[src/rtl/beamscaler_reader.sv]
// rtl/beamscaler_reader.sv - scaler RAM sweep reader feeding a credit-gated 4-entry stream FIFO
// Define BEAMSCALER_READER_HDR_EN to prefix each frame with a sequence-numbered header word.
module beamscaler_reader #(
    parameter int NWORDS     = 2,
    parameter int RD_LATENCY = 2
) (
    input  logic        wb_clk_i,
    input  logic        wb_rst_n_i,
    input  logic        done_i,
    output logic        scal_rd_o,
    output logic [6:0]  scal_adr_o,
    input  logic [31:0] scal_dat_i,
    output logic [31:0] m_tdata,
    output logic        m_tvalid,
    input  logic        m_tready,
    output logic        m_tlast,
    output logic        busy_o,
    output logic        overrun_o,
    input  logic        clear_i
);

    localparam logic [7:0]  LAST_ADR = 8'(NWORDS - 1);
    localparam logic [31:0] CAP_MASK = 32'h0FFF_0FFF;

    typedef enum logic [1:0] {IDLE, SWEEP, DRAIN} state_t;
    state_t state, state_nxt;

    logic [7:0]            rd_cnt;
    logic                  rd_last_q;
    logic [RD_LATENCY-1:0] vld_pipe;
    logic [RD_LATENCY-1:0] last_pipe;
    logic [32:0]           fifo_mem [4];
    logic [32:0]           head;
    logic [32:0]           push_word;
    logic [1:0]            wr_ptr, rd_ptr;
    logic [2:0]            fifo_cnt, credit;
    logic                  issue, pop, push, last_xfer, start, hdr_push;

    assign head      = fifo_mem[rd_ptr];
    assign m_tvalid  = (fifo_cnt != 3'd0);
    assign m_tdata   = m_tvalid ? head[31:0] : 32'h0;
    assign m_tlast   = m_tvalid & head[32];
    assign busy_o    = (state != IDLE);
    assign pop       = m_tvalid & m_tready;
    assign last_xfer = (state == DRAIN) & pop & m_tlast;
    // A done_i coinciding with the final transfer chains straight into the next sweep.
    assign start     = done_i & ((state == IDLE) | last_xfer);
    assign issue     = (state == SWEEP) & (credit < 3'd4);

    always_ff @(posedge wb_clk_i or negedge wb_rst_n_i) begin
        if (!wb_rst_n_i) state <= IDLE;
        else             state <= state_nxt;
    end

    always_comb begin
        state_nxt = state;
        case (state)
            IDLE:    if (done_i) state_nxt = SWEEP;
            SWEEP:   if (issue && rd_cnt == LAST_ADR) state_nxt = DRAIN;
            DRAIN:   if (last_xfer) state_nxt = done_i ? SWEEP : IDLE;
            default: state_nxt = IDLE;
        endcase
    end

    always_ff @(posedge wb_clk_i or negedge wb_rst_n_i) begin
        if (!wb_rst_n_i) begin
            rd_cnt     <= 8'd0;
            scal_rd_o  <= 1'b0;
            scal_adr_o <= 7'd0;
            rd_last_q  <= 1'b0;
            vld_pipe   <= '0;
            last_pipe  <= '0;
        end else begin
            if (start)      rd_cnt <= 8'd0;
            else if (issue) rd_cnt <= rd_cnt + 8'd1;
            scal_rd_o    <= issue;
            scal_adr_o   <= issue ? rd_cnt[6:0] : 7'd0;
            rd_last_q    <= issue & (rd_cnt == LAST_ADR);
            vld_pipe[0]  <= scal_rd_o;
            last_pipe[0] <= scal_rd_o & rd_last_q;
            for (int i = 1; i < RD_LATENCY; i++) begin
                vld_pipe[i]  <= vld_pipe[i-1];
                last_pipe[i] <= last_pipe[i-1];
            end
        end
    end

`ifdef BEAMSCALER_READER_HDR_EN
    logic [15:0] frame_seq, seq_now;
    // The header of a chained sweep must already see the frame that is completing now.
    assign seq_now   = last_xfer ? frame_seq + 16'd1 : frame_seq;
    assign hdr_push  = start;
    assign push_word = hdr_push ? {1'b0, seq_now, 9'h000, LAST_ADR[6:0]}
                                : {last_pipe[RD_LATENCY-1], scal_dat_i & CAP_MASK};

    always_ff @(posedge wb_clk_i or negedge wb_rst_n_i) begin
        if (!wb_rst_n_i) frame_seq <= 16'd0;
        else             frame_seq <= seq_now;
    end
`else
    assign hdr_push  = 1'b0;
    assign push_word = {last_pipe[RD_LATENCY-1], scal_dat_i & CAP_MASK};
`endif

    assign push = vld_pipe[RD_LATENCY-1] | hdr_push;

    always_ff @(posedge wb_clk_i) begin
        if (push) fifo_mem[wr_ptr] <= push_word;
    end

    // Credit covers words still in the RAM pipe, so a full FIFO can never be pushed.
    always_ff @(posedge wb_clk_i or negedge wb_rst_n_i) begin
        if (!wb_rst_n_i) begin
            wr_ptr   <= 2'd0;
            rd_ptr   <= 2'd0;
            fifo_cnt <= 3'd0;
            credit   <= 3'd0;
        end else begin
            if (push) wr_ptr <= wr_ptr + 2'd1;
            if (pop)  rd_ptr <= rd_ptr + 2'd1;
            fifo_cnt <= fifo_cnt + {2'b0, push} - {2'b0, pop};
            credit   <= credit + {2'b0, issue} + {2'b0, hdr_push} - {2'b0, pop};
        end
    end

    always_ff @(posedge wb_clk_i or negedge wb_rst_n_i) begin
        if (!wb_rst_n_i) overrun_o <= 1'b0;
        else             overrun_o <= (done_i & busy_o & ~start) | (overrun_o & ~clear_i);
    end

endmodule

[config.mk]
export PLATFORM = sky130hd
export DESIGN_NAME = beamscaler_reader
export DESIGN_NICKNAME = d
export VERILOG_FILES = /design/src/rtl/beamscaler_reader.sv
export SDC_FILE = /design/constraint.sdc
export NUM_CORES = 1
export LEC_CHECK = 0
export ABC_AREA = 1
export ABC_CLOCK_PERIOD_IN_PS = 3700
export BUFFER_PORTS_ARGS = -buffer_cell sky130_fd_sc_hd__buf_2
export CORE_MARGIN = 2
export CORE_UTILIZATION = 50
export DETAILED_ROUTE_END_ITERATION = 10
export PLACE_DENSITY = 0.75
export SYNTH_ARGS = -nofsm -noshare
export SYNTH_HDL_FRONTEND = slang
export SYNTH_SLANG_ARGS = --single-unit
[constraint.sdc]
create_clock -name wb_clk_i -period 3.7 [get_ports wb_clk_i]
set_input_delay 0.185 -clock wb_clk_i [delete_from_list [all_inputs] [get_ports wb_clk_i]]
set_output_delay 0.185 -clock wb_clk_i [all_outputs]
set_load 0.02 [all_outputs]
# After elaboration in Yosys (flattened, before gate mapping)
# Memory sizes are Yosys's and may differ from the RTL's.
# Cells that the tools add are included.
# word_totals
reg_bits	34
ram_bits	100
input_bits	37
output_inout_bits	44
wordCells	59
memories	1
# memory_table
memory	depth	width	read_ports	rd_clocked_by_memory_dff	wr	line	source
fifo_mem	4	25	1	0	1	32	logic [32:0] fifo_mem [4];
# classes
n_addsub	7
n_lt_le_gt_ge	1
n_eq_ne	6
n_mux	11
n_bitwise	15
n_reduce_logical	6
# op_table
cell	n
32-bit 2-to-1 mux	1
8-bit 2-to-1 mux	2
1-bit AND	11
8-bit by 1-bit adder with 8-bit output, second input constant	1
8-bit by 1-bit equality test with 1-bit output, second input constant	1
7-bit 2-to-1 mux	1
3-bit by 1-bit adder with 3-bit output	2
2-bit 2-to-1 mux	3
2-bit case mux with 3 select lines	1
3-bit by 1-bit subtractor with 3-bit output	2
2-bit by 1-bit adder with 2-bit output, second input constant	2
2-bit != test, second input constant	2
2-bit nonzero test	2
3-bit less-than comparator, second input constant	1
1-bit 2-to-1 mux	3
3-bit AND reduction	1
3-bit nonzero test	1
2-bit by 1-bit equality test with 1-bit output, second input constant	1
2-bit equality test, second input constant	1
2-bit logical NOT	1
2-bit by 1-bit != test with 1-bit output, second input constant	1
1-bit inverter	2
1-bit OR	2
1-bit logical AND	1

# Logic depth before layout (Yosys ltp)
# Gate-level depths: netlist (run 1).
# depth
ltp_word	9
depth_mapped	11
ltp_nobuf	10

# Least setup slack after synthesis (run 1)
# No wires, ideal clock.
# synth_timing
path_type	register to register
startpoint	register fifo_cnt[1]
endpoint	register fifo_cnt[2]
setup_time_ps	129
arrival_time_ps	1885
required_ps	3571
path_slack_ps	1686
stages_incl_launch_ff	11
path_buffers	0
period_less_slack_ps	2014
cell_sequence	dfrtp_1 > nor2_1 > nand2_1 > nand2_1 > inv_1 > nand2_1 > o21ai_0 > ha_1 > fa_1 > xnor2_1 > xor2_1
# synth_between
elab_chain_len	3
word_cells_on_any_way	4
cone_classes	add/sub: 2; bitwise: 1; reduce/logical: 1
# synth_lines
element	line	source
from (decl)	36	logic [2:0] fifo_cnt, credit;
from (signal assigned)	121	fifo_cnt <= fifo_cnt + {2'b0, push} - {2'b0, pop};
3-bit nonzero test	40	assign m_tvalid = (fifo_cnt != 3'd0);
via m_tvalid	14	output logic m_tvalid,
1-bit AND	44	assign pop = m_tvalid & m_tready;
3-bit by 1-bit subtractor with 3-bit output	121	
# The timed path passes the listed nets, and every way through them passes these cells.
# A chain may end at the register's enable or synchronous reset.

# Final worst setup path (run 1)
# layout_timing
startpoint	register rd_ptr[0]
endpoint	output port m_tlast
# layout_between
elab_chain_len	2
# layout_lines
element	line	source
from (decl)	35	logic [1:0] wr_ptr, rd_ptr;
from (signal assigned)	120	if (pop) rd_ptr <= rd_ptr + 2'd1;
memory read 4 x 25 bit	n/a	
1-bit AND	42	assign m_tlast = m_tvalid & head[32];
to (decl)	16	output logic m_tlast,
# No other way between the ends.

==> results.txt, run 1 <==
In this run the worst hold path is classified as in2reg. The post-layout net count came out at 615. The via count of the first global-routing pass is 3,747. The clock transition at the registers of the reported paths is ~60 ps.

The pin count of the biggest net entering global routing is 53. The detailed-route wire length per cell is 14.7 um. The max capacitance violation total is 0.

The share of total power dissipated in sequential elements is 37.4%. In this run the vertical extent of the chip is 109 um. The cell area after synthesis is roughly 5500 sq um.

The setup fix buffers added after clock tree synthesis is 0. The number of clock buffers inserted by TritonCTS is 17. The number of rows in the core area is 38. For this run, design rule violations remaining after detail routing come to 0. The area inside the core boundary came out at 10,700 sq um.

During I/O placement, the number of pins put on the boundary was 81. The cell sitting at the root of the clock tree is a clkbuf_8. TritonCTS built the clock tree. The number of gates resized after cts is 0.

The number of input and output port buffers inserted came out at 64. Global routing consumed, over all layers together, 19.8% of the routing resources. The total power per unit cell area is 855 nW/um^2. The number of antenna diodes is 0. The number of pins exceeding their max-slew limit in the final report is 0. The H-tree was split into 4 levels. The flow ran to the end, and the final reports show no timing, DRC or antenna violations. The relative contribution of the clock network to total power is 28.9%.

The final global-route overflow total came out at 0. The relative contribution of combinational cells to total power is 33.7%. STA classifies the critical path endpoint as an output pin.

The flip-flop and latch area is 3850 sq um. The growth of design area from synthesis to finish came out at 23.4%. The static power due to leakage came out at 2.82 nW.

Setup repair after global routing left no endpoint under its margin. The number of buffers on the longest clock path came out at 2. The total clock sinks is about 130.

The transition time at the pin with the least slew margin is 974 ps. For the worst setup path, the data arrival time is 2610 ps. In the synthesized netlist, the number of instances is 473. The die width came out at around 110 um. The number of warnings reported in the yosys synthesis log came out at 0.

The violation count after the first detailed-routing iteration came out at 156. The quantity of hold-fixing buffers added after cts came out at 28. For this run, the detailed router's first-pass iteration total came to 4. The minimum period implied by the final worst setup slack came out at between 2000 and 3000 ps. Internal power comes to 3.67 mW.

The required time of the critical path came out at 3510 ps. The path type of the worst setup path is reg2out. Clock skew on the completed layout was measured at around 10 ps. The initial antenna violation count is 0. The switching power share of the total is 36.5%. The most common cell after layout, fill and taps aside is nor2_1. Summed over all nets, the switching power comes to between 2 and 2.5 mW.

The total wire length came out at 10,600 um. Of all nets on the critical path, the largest fanout is 52. The global-route wire length before repair came out at 17,400 um. Across the VDD grid, the largest voltage drop is 0.000481 V.

The post-synthesis sequential element count is 134. Detailed placement finished with a half-perimeter wire length of 6060 um. In this run the remaining antenna-violating nets after routing total 0. Prior to clock tree synthesis, the placed netlist has a worst setup slack of around 1300 ps. The routability congestion estimate is around 0.75.

The post-route fraction of the period consumed by the critical path came out at 75.5%. The overall die area is between 10,000 and 15,000 sq um. The number of endpoints with negative hold slack in the final report is 0. The mean cell area of the mapped netlist is 11.6 sq um.

Synthesis instantiated 29 different standard cells from the library. The routed via count divided by cell count came out at 5.01. The maximum clock rate is 358 MHz. The setup-violating endpoint count in the final report came out at 0.

The post-layout worst setup margin came out at 908 ps. STA classifies the critical path startpoint as a flip-flop. In the final layout, the share of cells above drive strength 1 is 18.8%.

The total number of vias is 3,610. The relative slew slack is 35.1%. Once the floorplan was initialized, standard cells occupied 51.0% of the core. Fill cells in the final layout number 802. The final setup TNS is 0 ps. The multi-input combinational cells in the finished layout cover a total of 1350 sq um. The top cell types in the final layout, fill and taps aside, are nor2_1 (119), edfxtp_1 (100), buf_2 (64). Summing the sequential cell areas from Yosys gives 70.4% of the chip area. The clock latency at the later pin of the worst-skew pair is 510 ps.
routing by layer:
layer	part of all wire (%)	up-vias	GRT usage (%)	routed length, um
met5	0	-	0	0
met1	42	1753	23.2	4460
met3	4.6	6	6.16	481
met4	0.56	0	5.95	59
li1	-	1759	-	-
met2	53	92	35.0	5570
flip-flops by register name, indices dropped and copies added (netlist names):
| name | cells |
|---|---|
| state | 2 |
| scal_adr_o | 7 |
| rd_ptr | 2 |
| rd_last_q | 1 |
| rd_cnt | 8 |
| fifo_cnt | 3 |
| last_pipe | 2 |
| scal_rd_o | 1 |
| overrun_o | 1 |
| vld_pipe | 2 |
| fifo_mem | 100 |
| credit | 3 |
| wr_ptr | 2 |
layout make-up:
| class | instances | share of cell area [%] |
|---|---|---|
| well taps | 140 | 2.59 |
| flip-flops and latches | 134 | 57.0 |
| inverters | 36 | 2.04 |
| multi-input cells | 282 | 20.0 |
| clock inverters | 15 | 2.74 |
| clock buffers | 17 | 6.13 |
| repair buffers | 97 | 9.44 |
synth_stat cells (all sizes together):
cell | n | area share, %
and2 | 1 | 0.11
inv | 36 | 2.5
o21bai | 1 | 0.14
o21ai | 53 | 4.8
xnor2 | 2 | 0.32
nand4 | 3 | 0.34
buf | 19 | 2.3
a21oi | 25 | 2.3
dfrtp | 34 | 16
clkbuf | 9 | 0.62
nor3 | 2 | 0.18
ha | 8 | 1.8
fa | 2 | 0.73
nand2 | 42 | 3.2
xor2 | 6 | 0.96
nand3 | 9 | 0.91
edfxtp | 100 | 55
or2 | 1 | 0.11
nor2 | 119 | 8.2
conb | 1 | 0.068
through the flow:
step	instances	total power, mW	instance area, sq um	hold WS (ps)	util, %
after floorplan	480	3.53	5500	-111	-
after global placement	661	4.03	5880	283	54.7
after detailed placement	661	4.11	5880	300	54.7
after CTS	721	5.82	6760	74.9	62.9
after global routing	721	6.15	6760	83.3	62.9
final	721	5.78	6760	91.7	62.9
power groups by stage:
stage                     clock (mW)  combinational, mW  sequential [mW]
after floorplan                    0               1.44             2.09
after global placement             0               1.86             2.17
after detailed placement           0               1.92             2.19
after CTS                       1.70               1.96             2.16
after global routing            1.77               2.17             2.21
final                           1.67               1.95             2.16
critical path, stage by stage, from the launching register on:
cell and delay, ps:
dfrtp_2 1000, inv_4 410, nand2_1 180, nand3_1 100, a21oi_1 210, buf_2 200
path summary, 6_finish.rpt:
check                                      start                    end  slack (ps)  cells past startpoint
hold / removal                          m_tready  fifo_cnt[0]$_DFF_PN0_          90                      3
hold reg to reg            vld_pipe[0]$_DFF_PN0_  vld_pipe[1]$_DFF_PN0_         340                      0
setup reg to reg           rd_ptr[0]$_DFFE_PN0P_    overrun_o$_DFF_PN0_         960                      8
setup / recovery           rd_ptr[0]$_DFFE_PN0P_                m_tlast         910                      5
min in group asynchronous             wb_rst_n_i  rd_cnt[4]$_DFFE_PN0P_         290                      2
max in group asynchronous             wb_rst_n_i  rd_ptr[0]$_DFFE_PN0P_        2890                      2
logic make-up (layout without fill, tap and decap cells):
group	count (synthesis)	count (layout)	synth area share (%)
buffers and inverters	64	165	5.39
XOR/XNOR	8	8	1.28
adder cells (fa/ha/maj)	10	10	2.56
flip-flops	134	134	70.4
other	1	8	0.0685
AND/OR/NAND/NOR	177	177	13.1
AO/OA/AOI/OAI	79	79	7.27
No activity file was read; power rests on OpenSTA's default activity.
==> inputs of run 2 (changes only) <==
--- a/config.mk
+++ b/config.mk
@@ -6,7 +6,7 @@
 export NUM_CORES = 1
 export LEC_CHECK = 0
 export ABC_AREA = 1
-export ABC_CLOCK_PERIOD_IN_PS = 3700
+export ABC_CLOCK_PERIOD_IN_PS = 2610
 export BUFFER_PORTS_ARGS = -buffer_cell sky130_fd_sc_hd__buf_2
 export CORE_MARGIN = 2
 export CORE_UTILIZATION = 50
==> constraint.sdc (replaced) <==
create_clock -name wb_clk_i -period 2.61 [get_ports wb_clk_i]
set_input_delay 0.1305 -clock wb_clk_i [delete_from_list [all_inputs] [get_ports wb_clk_i]]
set_output_delay 0.1305 -clock wb_clk_i [all_outputs]
set_load 0.02 [all_outputs]
==> run 2 against run 1 <==
Net effect: setup slack got worse by 740 ps; critical endpoint is now m_tdata[17]; register-to-register slack got worse by 700 ps; flip-flop and latch count did not move; via count barely moved; clock power rose by 39%; non-clock buffer count rose by 3; first-iteration DRC count rose by 10%.
==> results.txt, run 2 (same netlist as run 1, synthesis figures left out) <==
The most common cell after layout, fill and taps aside is nor2_1. The total clock sinks is 134 (unchanged). The launch instance of the worst register-to-register path is rd_ptr[0]$_DFFE_PN0P_. The number of nets with antenna violations after detailed routing came out at 0 (unchanged). The overall die area is 11,800 sq um (unchanged).

The total number of vias came out at 3,612 (+0.055%). The power share of the sequential group came out at 36.9% (-0.5 points). The fraction of final layout cells with drive strength greater than 1 came out at 18.4% (-0.41 points). The I/O pin count came out at 81 (unchanged).

The flow ran to the end, and the final reports show no timing, DRC or antenna violations. The met3 wire length came out at 562 um (+17%). The number of H-tree levels is 4 (unchanged).

The min-delay analysis places its worst path in the category in2reg. The relative contribution of the clock network to total power came to 28.4% (-0.5 points). The overall power consumption came out at 8.18 mW (+41%). The detailed-route wire length per cell came to 14.6 um (-0.47%). The detailed placement HPWL came out at 6160 um (+1.8%). The path with the worst hold slack has its endpoint at fifo_cnt[0]$_DFF_PN0_. The met2 layer wire length in the routed design came out at 5580 um (+0.13%). The clock transition at the registers of the reported paths is 50 ps (about the same). The utilization after layout came out at 62.9% (about the same). The top fanout value on the critical path came to 30 (-42%). The number of clock buffers inserted by TritonCTS is 17 (unchanged). The total wire length was 10,500 um (-0.20%). The post-layout net count came out at 618 (+0.49%). The clock latency at the later pin of the worst-skew pair is 520 ps (about the same). The transition time at the pin with the least slew margin was 762 ps (-212 ps).

The total power per unit cell area came to 1210 nW/um^2 (+41%). The reported net switching power is 2.97 mW (+41%). The final global-route overflow total is 0 (unchanged). The switching power share of the total came out at 36.3% (-0.25 points). Setup repair after global routing left no endpoint under its margin. The tree is rooted in a clkbuf_8.

The routed length on met1 is 4330 um (-3.0%). The quantity of hold-fixing buffers added after cts is 28 (unchanged). The number of endpoints with negative hold slack in the final report was 0 (unchanged). The setup-violating endpoint count in the final report was 0 (unchanged).

The relative slew slack came out at 49.2% (+14 points). The growth of design area from synthesis to finish came out at 23.5% (about the same). The data arrival time at the worst-slack endpoint came out at 2310 ps (-300 ps). The number of buffers on the longest clock path came out at 2 (unchanged). The minimum period implied by the final worst setup slack is 2440 ps. More flip-flops sit in one register than any other, and that register is fifo_mem. The maximum clock rate is between 400 and 500 MHz.

The pin count of the biggest net entering global routing came out at 52 (-1.9%). The routed via count divided by cell count came out at 5.00 (-0.22%). The post-route DRC violation count came out at 0 (unchanged).

The initial antenna violation count came to 0 (unchanged). The top routing layer in use is met4. The post-route fraction of the period consumed by the critical path came out at 93.4%.

In the layout the commonest cells are nor2_1 (119), edfxtp_1 (100), buf_2 (64). The max capacitance violation total is 0 (unchanged). The area inside the core boundary came out at 10,700 sq um (unchanged). The die width came out at 109 um (unchanged). STA classifies the critical path endpoint as an output pin. The routability congestion estimate is 0.759 (+1.5%).

The number of gates resized after cts was 0 (unchanged). The internal power consumption was 5.21 mW (+42%). The flip-flop count of the largest register after layout came out at 100 (unchanged).

The final setup TNS came out at 0 ps (unchanged). The initial core utilization is 51.0% (unchanged). The clock skew after layout came out at 7.38 ps (-2.65 ps). The number of input and output port buffers inserted came out at 64 (unchanged).

The largest registers in the layout are fifo_mem x100, rd_cnt x8, scal_adr_o x7. The number of antenna diodes came out at 0 (unchanged). The number of pins exceeding their max-slew limit in the final report is 0 (unchanged). The setup fix buffers added after clock tree synthesis came out at 0 (unchanged). The worst reg2reg path depth is 8 (unchanged). The worst register-to-register path ends at overrun_o$_DFF_PN0_. The via count of the first global-routing pass is 3,631 (-3.1%).

The number of rows in the core area came out at 38 (unchanged). TritonCTS built the clock tree. The peak supply drop was 0.000647 V (+35%).

The overall die height came out at 109 um (unchanged). The overall fraction of global-route tracks in use came out at 19.2% (-0.63 points). The worst-case register-to-register setup slack came out at 260 ps (-700 ps). The worst hold path depth is 3 (unchanged).

The required time of the critical path came to 2480 ps (-1030 ps). The kind of start point of the critical path is a flip-flop. The critical path is of the reg2out type. The global-route wire length before repair is 16,700 um (-4.5%).

The violation count after the first detailed-routing iteration was 172 (+10%). The relative contribution of combinational cells to total power is 34.7% (+1.0 points). In this run the most critical hold path is launched from m_tready. The number of optimization iterations in the first detailed-route pass is 4 (unchanged). The static power due to leakage is 2.82 nW (+0.28%).
## run 2: cell types whose count changed in the layout (fill, tap and decap cells not counted), sizes merged
cell,change
clkbuf,+1
clkinvlp,-2
clkinv,+1
inv,-1
buf,+3
## run 2: layer usage
layer / vias to the layer above / global-route usage [%]
li1: 1767 / -
met1: 1727 / 21.9
met2: 103 / 33.6
met3: 15 / 6.75
met4: 0 / 6.32
met5: - / 0
## run 2: worst max-delay path by stage
stage | to | from | depth (start not counted) | slack (ps)
global route | m_tdata[17] | rd_ptr[0]$_DFFE_PN0P_ | 6 | 1
CTS | m_tlast | rd_ptr[0]$_DFFE_PN0P_ | 5 | 160
detailed placement | fifo_cnt[2]$_DFF_PN0_ | fifo_cnt[1]$_DFF_PN0_ | 10 | 510
global placement | fifo_cnt[2]$_DFF_PN0_ | fifo_cnt[1]$_DFF_PN0_ | 10 | 620
floorplan | fifo_cnt[2]$_DFF_PN0_ | fifo_cnt[1]$_DFF_PN0_ | 10 | 600
finish | m_tdata[17] | rd_ptr[0]$_DFFE_PN0P_ | 6 | 170
## run 2: worst max-delay path: stages, from the launching register on
cell and delay (ps):
dfrtp_2 750, buf_4 380, nor2_1 80, nor2_1 80, o21ai_0 80, a21oi_1 210
buf_2 200
## run 2: through the flow
step | worst slack [ps] | hold WS, ps | std cells | area (sq um)
after floorplan | 596 | -165 | 480 | 5500
after global placement | 620 | 231 | 664 | 5900
after detailed placement | 506 | 243 | 664 | 5900
after CTS | 158 | 6.53 | 723 | 6760
after global routing | 1.43 | 61.7 | 723 | 6760
final | 172 | 30.9 | 723 | 6760
## run 2: area by class of cell
class                      instances  area [sq um]
clock buffer                      18           418
sequential                       134          3850
multi-input combinational        282          1350
inverter                          36           138
fill                             842          3980
tap                              140           175
clock inverter                    13           163
timing repair buffer             100           661
## run 2: power groups by stage
stage / clock [mW] / sequential [mW] / combinational [mW]
CTS: 2.36 / 3.01 / 2.87
detailed placement: 0 / 3.05 / 2.82
finish: 2.32 / 3.01 / 2.84
global route: 2.46 / 3.06 / 3.16
floorplan: 0 / 2.96 / 2.04
global placement: 0 / 3.03 / 2.72
